$ cat src/rtl/screen_sequencer.sv
// Purpose: full-screen sequencer; drives the pixel drawer selects through clear/title/flash/play/game-over.
// Latency: selects, busy, game_active lag the internal state by one cycle; plot lags busy by one; sweep_done follows the last select cycle.
// Backpressure: none; every sweep is free-running for exactly PIXELS cycles and cannot be stalled.
module screen_sequencer #(
    parameter int PIXELS      = 19200,
    parameter int FLASH_TICKS = 30,
    parameter int HOLD_TICKS  = 120,
    parameter int CW          = 15
) (
    input  logic clk,
    input  logic rst,
    input  logic start_btn,
    input  logic game_over,
    input  logic frame_tick,
    output logic showBlack,
    output logic showTitle,
    output logic flash,
    output logic showGameOver,
    output logic plot,
    output logic sweep_done,
    output logic game_active,
    output logic busy
);

    localparam int TMAX = (FLASH_TICKS > HOLD_TICKS) ? FLASH_TICKS : HOLD_TICKS;
    localparam int TW   = $clog2(TMAX + 1);

    typedef enum logic [2:0] {
        S_CLEAR0,
        S_TITLE,
        S_WAIT,
        S_FSWEEP,
        S_CLEAR1,
        S_PLAY,
        S_GOVER,
        S_HOLD
    } state_t;

    state_t          state;
    logic [CW-1:0]   pix;
    logic [TW-1:0]   tick_cnt;
    logic            phase;
    logic            start_pend;
    logic            last_q;

    logic            in_sweep;
    logic            pix_last;

    // States in which a select line is driven for a full sweep
    assign in_sweep = (state == S_CLEAR0) || (state == S_TITLE) || (state == S_FSWEEP) ||
                      (state == S_CLEAR1) || (state == S_GOVER);
    assign pix_last = in_sweep && (pix == CW'(PIXELS - 1));

    // Sequencer FSM: internal state runs one cycle ahead of the registered select outputs,
    // so the first select cycle lands on the first edge after reset release.
    always_ff @(posedge clk or negedge rst) begin
        if (!rst) begin
            state        <= S_CLEAR0;
            pix          <= '0;
            tick_cnt     <= '0;
            phase        <= 1'b0;
            start_pend   <= 1'b0;
            last_q       <= 1'b0;
            showBlack    <= 1'b0;
            showTitle    <= 1'b0;
            flash        <= 1'b0;
            showGameOver <= 1'b0;
            plot         <= 1'b0;
            sweep_done   <= 1'b0;
            game_active  <= 1'b0;
            busy         <= 1'b0;
        end else begin
            // Registered output decode of the current state
            showBlack    <= (state == S_CLEAR0) || (state == S_CLEAR1);
            showTitle    <= (state == S_TITLE) || ((state == S_FSWEEP) && phase);
            flash        <= (state == S_FSWEEP) && !phase;
            showGameOver <= (state == S_GOVER);
            busy         <= in_sweep;
            plot         <= busy;
            last_q       <= pix_last;
            sweep_done   <= last_q;
            game_active  <= (state == S_PLAY);

            // Pixel counter wraps to 0 exactly at the end of each sweep
            if (in_sweep) begin
                pix <= pix_last ? '0 : pix + CW'(1);
            end

            // A start press during a title-type sweep is remembered until the sweep ends
            if (((state == S_TITLE) || (state == S_FSWEEP)) && start_btn) begin
                start_pend <= 1'b1;
            end

            case (state)
                S_CLEAR0: begin
                    if (pix_last) state <= S_TITLE;
                end
                S_TITLE: begin
                    if (pix_last) begin
                        tick_cnt   <= '0;
                        phase      <= 1'b0;
                        start_pend <= 1'b0;
                        state      <= (start_pend || start_btn) ? S_CLEAR1 : S_WAIT;
                    end
                end
                S_WAIT: begin
                    if (start_btn) begin
                        tick_cnt <= '0;
                        state    <= S_CLEAR1;
                    end else if (frame_tick) begin
                        if (tick_cnt == TW'(FLASH_TICKS - 1)) begin
                            tick_cnt <= '0;
                            state    <= S_FSWEEP;
                        end else begin
                            tick_cnt <= tick_cnt + TW'(1);
                        end
                    end
                end
                S_FSWEEP: begin
                    if (pix_last) begin
                        phase      <= ~phase;
                        start_pend <= 1'b0;
                        state      <= (start_pend || start_btn) ? S_CLEAR1 : S_WAIT;
                    end
                end
                S_CLEAR1: begin
                    if (pix_last) state <= S_PLAY;
                end
                S_PLAY: begin
                    if (game_over) state <= S_GOVER;
                end
                S_GOVER: begin
                    if (pix_last) begin
                        tick_cnt <= '0;
                        state    <= S_HOLD;
                    end
                end
                S_HOLD: begin
                    if (frame_tick) begin
                        if (tick_cnt == TW'(HOLD_TICKS - 1)) begin
                            tick_cnt <= '0;
                            state    <= S_TITLE;
                        end else begin
                            tick_cnt <= tick_cnt + TW'(1);
                        end
                    end
                end
                default: state <= S_CLEAR0;
            endcase
        end
    end

endmodule

$ cat config.mk
export PLATFORM = sky130hd
export DESIGN_NAME = screen_sequencer
export DESIGN_NICKNAME = d
export VERILOG_FILES = /design/src/rtl/screen_sequencer.sv
export SDC_FILE = /design/constraint.sdc
export NUM_CORES = 1
export LEC_CHECK = 0
export ABC_AREA = 1
export BUFFER_PORTS_ARGS = -buffer_cell sky130_fd_sc_hd__buf_2
export CORE_MARGIN = 1
export CORE_UTILIZATION = 50
export DETAILED_ROUTE_END_ITERATION = 6
export MAX_ROUTING_LAYER = met4
export PLACE_DENSITY = 0.7
export SYNTH_ARGS = -nofsm -noshare
export SYNTH_HDL_FRONTEND = slang
export SYNTH_SLANG_ARGS = --single-unit
$ cat constraint.sdc
create_clock -name clk -period 1.5 [get_ports clk]
set_input_delay 0.075 -clock clk [delete_from_list [all_inputs] [get_ports clk]]
set_output_delay 0.075 -clock clk [all_outputs]
set_load 0.02 [all_outputs]
**Yosys cells after proc, flatten, opt, wreduce, memory -nomap -nowiden**

Index checks and enable logic that the tools add are counted.

- Bits of input ports: 5
- Output and inout bits: 8
- Logic and storage cells: 86
- Flip-flop bits (word level): 36

- Eq/ne operators: 22
- Bitwise operators: 1
- $add $sub $neg: 2
- Multiplexer cells: 26
- Reduce and logical (&&, ||, !) cells: 21

Operators with widths:

| cell | count |
|---|---|
| $mux 7 | 6 |
| $mux 3 | 11 |
| $pmux 3 s7 | 1 |
| $pmux 7 s3 | 1 |
| $ne 2x2->1 const B | 8 |
| $add 15x1->15 const B | 1 |
| $eq 15x15->1 const B | 1 |
| $mux 15 | 1 |
| $eq 3x3->1 const B | 4 |
| $reduce_and 9->1 | 1 |
| $logic_or 1x1->1 | 8 |
| $add 7x1->7 const B | 1 |
| $eq 7x5->1 const B | 1 |
| $eq 7x7->1 const B | 1 |
| $eq 3x2->1 const B | 2 |
| $ne 3x3->1 const B | 2 |
| $mux 1 | 5 |
| $logic_and 1x1->1 | 4 |
| $ne 2x1->1 const B | 2 |
| $reduce_and 4->1 | 1 |
| $reduce_or 2->1 | 2 |
| $eq 3x1->1 const B | 1 |
| $logic_not 3->1 | 1 |
| $reduce_and 3->1 | 1 |
| 5 further kinds | 5 |

**Depth between registers and ports, before layout**

- Depth in word-level cells: 8
- Mapped depth: 11
- Depth with buffers taken out: 11

**Least setup slack after synthesis**

OpenSTA, ideal clock, no wires.

- Path kind: register to register
- Start point: register pix[0]
- End point: register state[0]
- Clock period less this slack: 1.452 ns
- Data arrival time: 1.335 ns
- Required time: 1.383 ns
- Setup slack: 0.048 ns
- Library setup time: 0.117 ns
- Cell stages (with the launch flop): 10
- Buffers on the path: 0
- Path through: dfrtp_1 > ha_1 > inv_1 > nor2_2 > and2_4 > nand2_1 > nand2_2 > nand3_1 > nand2_1 > nand2_1

- Cells in the longest elaborated chain, start to end: 4
- Elaborated cells between the ends (all ways): 7
- Those cells by class: eq/ne (5); reduce/logical (2)

RTL lines:

| element | RTL line | source |
|---|---|---|
| start: declaration | 40 | `logic [CW-1:0] pix;` |
| start signal: assignment | 86 | `pix <= pix_last ? '0 : pix + CW'(1);` |
| $eq 15x15->1 (*) | 52 | `assign pix_last = in_sweep && (pix == CW'(PIXELS - 1));` |
| $logic_and 1x1->1 (*) | 52 |  |
| $ne 2x2->1 (no line) or $ne 2x1->1 (tied branches) | - |  |
| $reduce_and 9->1 (no line) (*) | - |  |
| end signal: assignment | 103 | `state <= (start_pend \|\| start_btn) ? S_CLEAR1 : S_WAIT;` |
| end signal: assignment | 123 | `state <= (start_pend \|\| start_btn) ? S_CLEAR1 : S_WAIT;` |
| end: declaration | 39 | `state_t state;` |

Mark *: on every way between the ends. The rest lies on a longest branch, timed or not.
A chain may end at the register's enable or synchronous reset.

**Final worst setup path**

- Start point: register tick_cnt[1]
- End point: register state[1]

- Cells in the longest elaborated chain, start to end: 3
- Elaborated cells between the ends (all ways): 5
- Those cells by class: eq/ne (4); reduce/logical (1)

RTL lines:

| element | RTL line | source |
|---|---|---|
| start: declaration | 41 | `logic [TW-1:0] tick_cnt;` |
| start signal: assignment | 115 | `tick_cnt <= tick_cnt + TW'(1);` |
| start signal: assignment | 144 | `tick_cnt <= tick_cnt + TW'(1);` |
| $eq 7x5->1 or $eq 7x7->1 (tied branches) | 111, 140 |  |
| $ne 3x3->1 (no line) or $ne 2x2->1 (tied branches) | - |  |
| $reduce_and 9->1 (no line) (*) | - |  |

Marked as above.

==> metrics.md <==
| Metric | Value |
|---|---|
| YS warnings | 0 |
| Status | finished, violations left |
| CTS tree | yes |
| Mapped cell area | around 0.0021 mm2 |
| Syn Inst Count | between 200 and 300 |
| WL final | ~4900 um |
| Post-synth top flop | dfrtp_1 |
| DR iter-0 viols | 106 |
| Fill cells | ~320 |
| Cell mode on critical path | nand2_1 |
| Avg Cell Area, Syn | ~7.5 um2 |
| Layout area overhead | 32.9% |
| Hold WC Path Type | in -> reg |
| Gpl congestion | about 0.89 |
| DRT Pass-1 Iters | 4 |
| Die area | between 0.004 and 0.005 mm2 |
| Crit-path slowest cell | dfrtp_1 |
| Initial Util | a little over half |
| Failing checks | negative setup slack |
| Final Cycle Share | 102% |
| Fmax | between 0.6 and 0.7 GHz |
| Leak pwr | roughly 1.4 nW |
| Slew HR | between 60% and 70% |
| Nets | 351 |
| Synth area leaders | dfrtp_1 43%, nand2_1 14%, nor2_1 5.6%, inv_1 5.2%, nand3_1 4.8% |
| Die W | 66.7 um |
| PortBufs | 12 |
| Clk_skew | between 0.01 and 0.015 ns |
| I/O pin count | 13 |
| Req. time, crit path | 1.69 ns |
| Worst slew pin tran | 0.458 ns |
| Post-route ant nets | 0 |
| Clock Latency Late Sink | ~0.29 ns |
| Die height | between 60 and 70 um |
| Max FO, Critical Path | 4 |
| Unrepaired setup endpoints after global routing | yes |
| Largest net degree at the start of global routing | 37 |
| Power Total | about 1.8 mW |
| Clock slew at reported path FFs | ~0.08 ns |
| Final hold vios | 0 |
| Syn Nets | 287 |
| CTS root buf | clkbuf_8 |
| N_diodes | 0 |
| Fraction of layout cells with a size suffix above 1 | roughly 34% |
| Worst path max stage delay | approximately 0.42 ns |
| Slew Viols, Final | 0 |
| Vias in the first global route | between 1,500 and 2,000 |
| Crit path kind | reg -> reg |
| Sink Count | 36 |
| Top-area cell type share of the netlist area | a little over two fifths |
| Post-synth top area cell | dfrtp_1 |
| PnR worst setup slack | -0.0242 ns |
| H-tree levels | 2 |
| Row count | 23 |
| Min cycle time layout | 1.52 ns |
| Worst EP arrival | roughly 1.7 ns |
| Critical Path Sink Type | register |
| Critical Path, Cell by Cell | inv_1, ha_1, nand2_1, nor2_1, nand2_1, nand2_1, nor2_1, nor2_4, nand3_2, nand2_1, nand2_1 |
| Post-synthesis sequential area ratio | approximately 43% |
| Distinct cells, synth | 29 |
| Total of max-cap violations | 0 |
| Vias per inst | a little over 5 |
| PD cells | 632 mW/mm2 |
| Core footprint | around 0.0040 mm2 |
| First-pass GRT wire length | slightly below 8000 um |
| Global route overflow | 0 |
| CTS Buf Count | 5 |
| Post-synth ARST share | between 90% and 100% |
| Detail Placement HPWL | approximately 3400 um |
| Yosys reg bits | 36 |
| Vias | just over 2,000 |
| GRT Util Overall | about a quarter |
| CP startpoint kind | register |
| Dpl ws | -0.0276 ns |
| DRC errors left | 0 |
| # setup viols final | 3 |
| VDD IR-drop max | ~0.36 mV |
| Wire length per cell | 12.6 um |
| Initial antenna violation count | 0 |
| Clock buffer depth | 2 |
| EDFF count, synth | 0 |
final cells by class:
type,instances,area (um2),area share [%]
Tap cell,50,62.6,2.25
Timing Repair Buffer,60,427,15.3
Clock buffer,7,96.3,3.46
Inverter,36,145,5.22
Sequential cell,36,905,32.5
Multi-Input combinational cell,204,1150,41.2
cells in the mapped netlist (4+ instances only):
master   number
a21oi_1       4
dfrtp_1      36
inv_1        29
inv_2         7
nand2_1      80
nand2_2       7
nand3_1      20
nand4_1      15
nor2_1       31
nor3_1        6
o21ai_0      12
cells by family after synthesis:
family	synth area share, %
buf+inv	7.29
simple gates	40.3
compound gates	6.28
fa+ha+maj	1.79
xor+xnor	1.26
flops	43.0
state kept, by name, indices dropped and copies added, names as in the netlist:
register      flops
pix              15
tick_cnt          7
state             3
busy              1
flash             1
game_active       1
last_q            1
phase             1
plot              1
showBlack         1
showGameOver      1
showTitle         1
start_pend        1
sweep_done        1
power breakdown:
group	total (mW)	switching (mW)	internal (mW)
clock network	0.750	0.341	0.409
registers	0.970	0	0.970
logic	0.0381	0.0285	0.00958
total	1.76	0.370	1.39
worst max-delay path, delay by kind of cell (launching register included):
kind                     cells  cell delay, ns
flip-flops                   1            0.42
AND/OR/NAND/NOR              9            0.79
buffers and inverters        1            0.07
adder cells (fa/ha/maj)      1            0.15
per-layer routing:
metal  part of all wire (%)  global-route usage [%]  routed length (um)
met4                    1.3                    8.51                  65
met1                     43                    28.8                2140
met3                    3.6                    4.97                 176
met2                     52                    40.8                2570
met5                      0                       -                   0
stage by stage:
step / hold slack (ns) / std cells / utilization (%) / TNS, ns / area, um2
6_report: 0.216 / 393 / 69.6 / -0.0368 / 2780
3_5_place_dp: 0.144 / 371 / 61.2 / -0.108 / 2450
3_3_place_gp: 0.140 / 371 / 61.2 / 0 / 2450
4_1_cts: 0.183 / 381 / 64.2 / -0.0258 / 2570
5_1_grt: 0.237 / 393 / 69.6 / -0.678 / 2780
2_1_floorplan: -0.221 / 279 / - / 0 / 2090
cell usage in the layout, fill, tap and decap left out, types with 2 or more instances in the layout:
cell and count:
buf_4 46, nor2_2 4, ha_2 2, inv_1 27
nand2_2 12, nand3_1 17, xor2_1 3, dfrtp_2 3
nor3_1 6, nand3_2 4, nand4_1 15, o21ai_0 12
nand2_4 3, nand3_4 4, buf_2 12, dfrtp_1 33
nor2_1 28, nand2_1 72, inv_4 4, clkbuf_8 7
a21oi_1 4, inv_2 5, nor2_4 5, o211ai_1 2
worst paths after layout:
check / end / slack [ns] / from / cells past startpoint
worst max register to register: state[1] / -0.02 / tick_cnt[1] / 11
min in group asynchronous: phase / 0.35 / rst / 3
worst max-delay path: state[1] / -0.02 / tick_cnt[1] / 11
worst min-delay path: state[1] / 0.22 / start_btn / 4
worst min register to register: sweep_done / 0.35 / last_q / 0
max in group asynchronous: state[0] / 0.81 / rst / 3
timing repair:
action | CTS | global route
gates cloned | 0 | 0
hold buffers | 1 | 0
endpoints found under the hold margin | 36 | 0
gates resized for setup | 1 | 35
setup buffers | 2 | 12
setup endpoints to repair | 11 | 15
pin swaps | 0 | 15
Note: power is estimated with default switching activity, not from simulation.
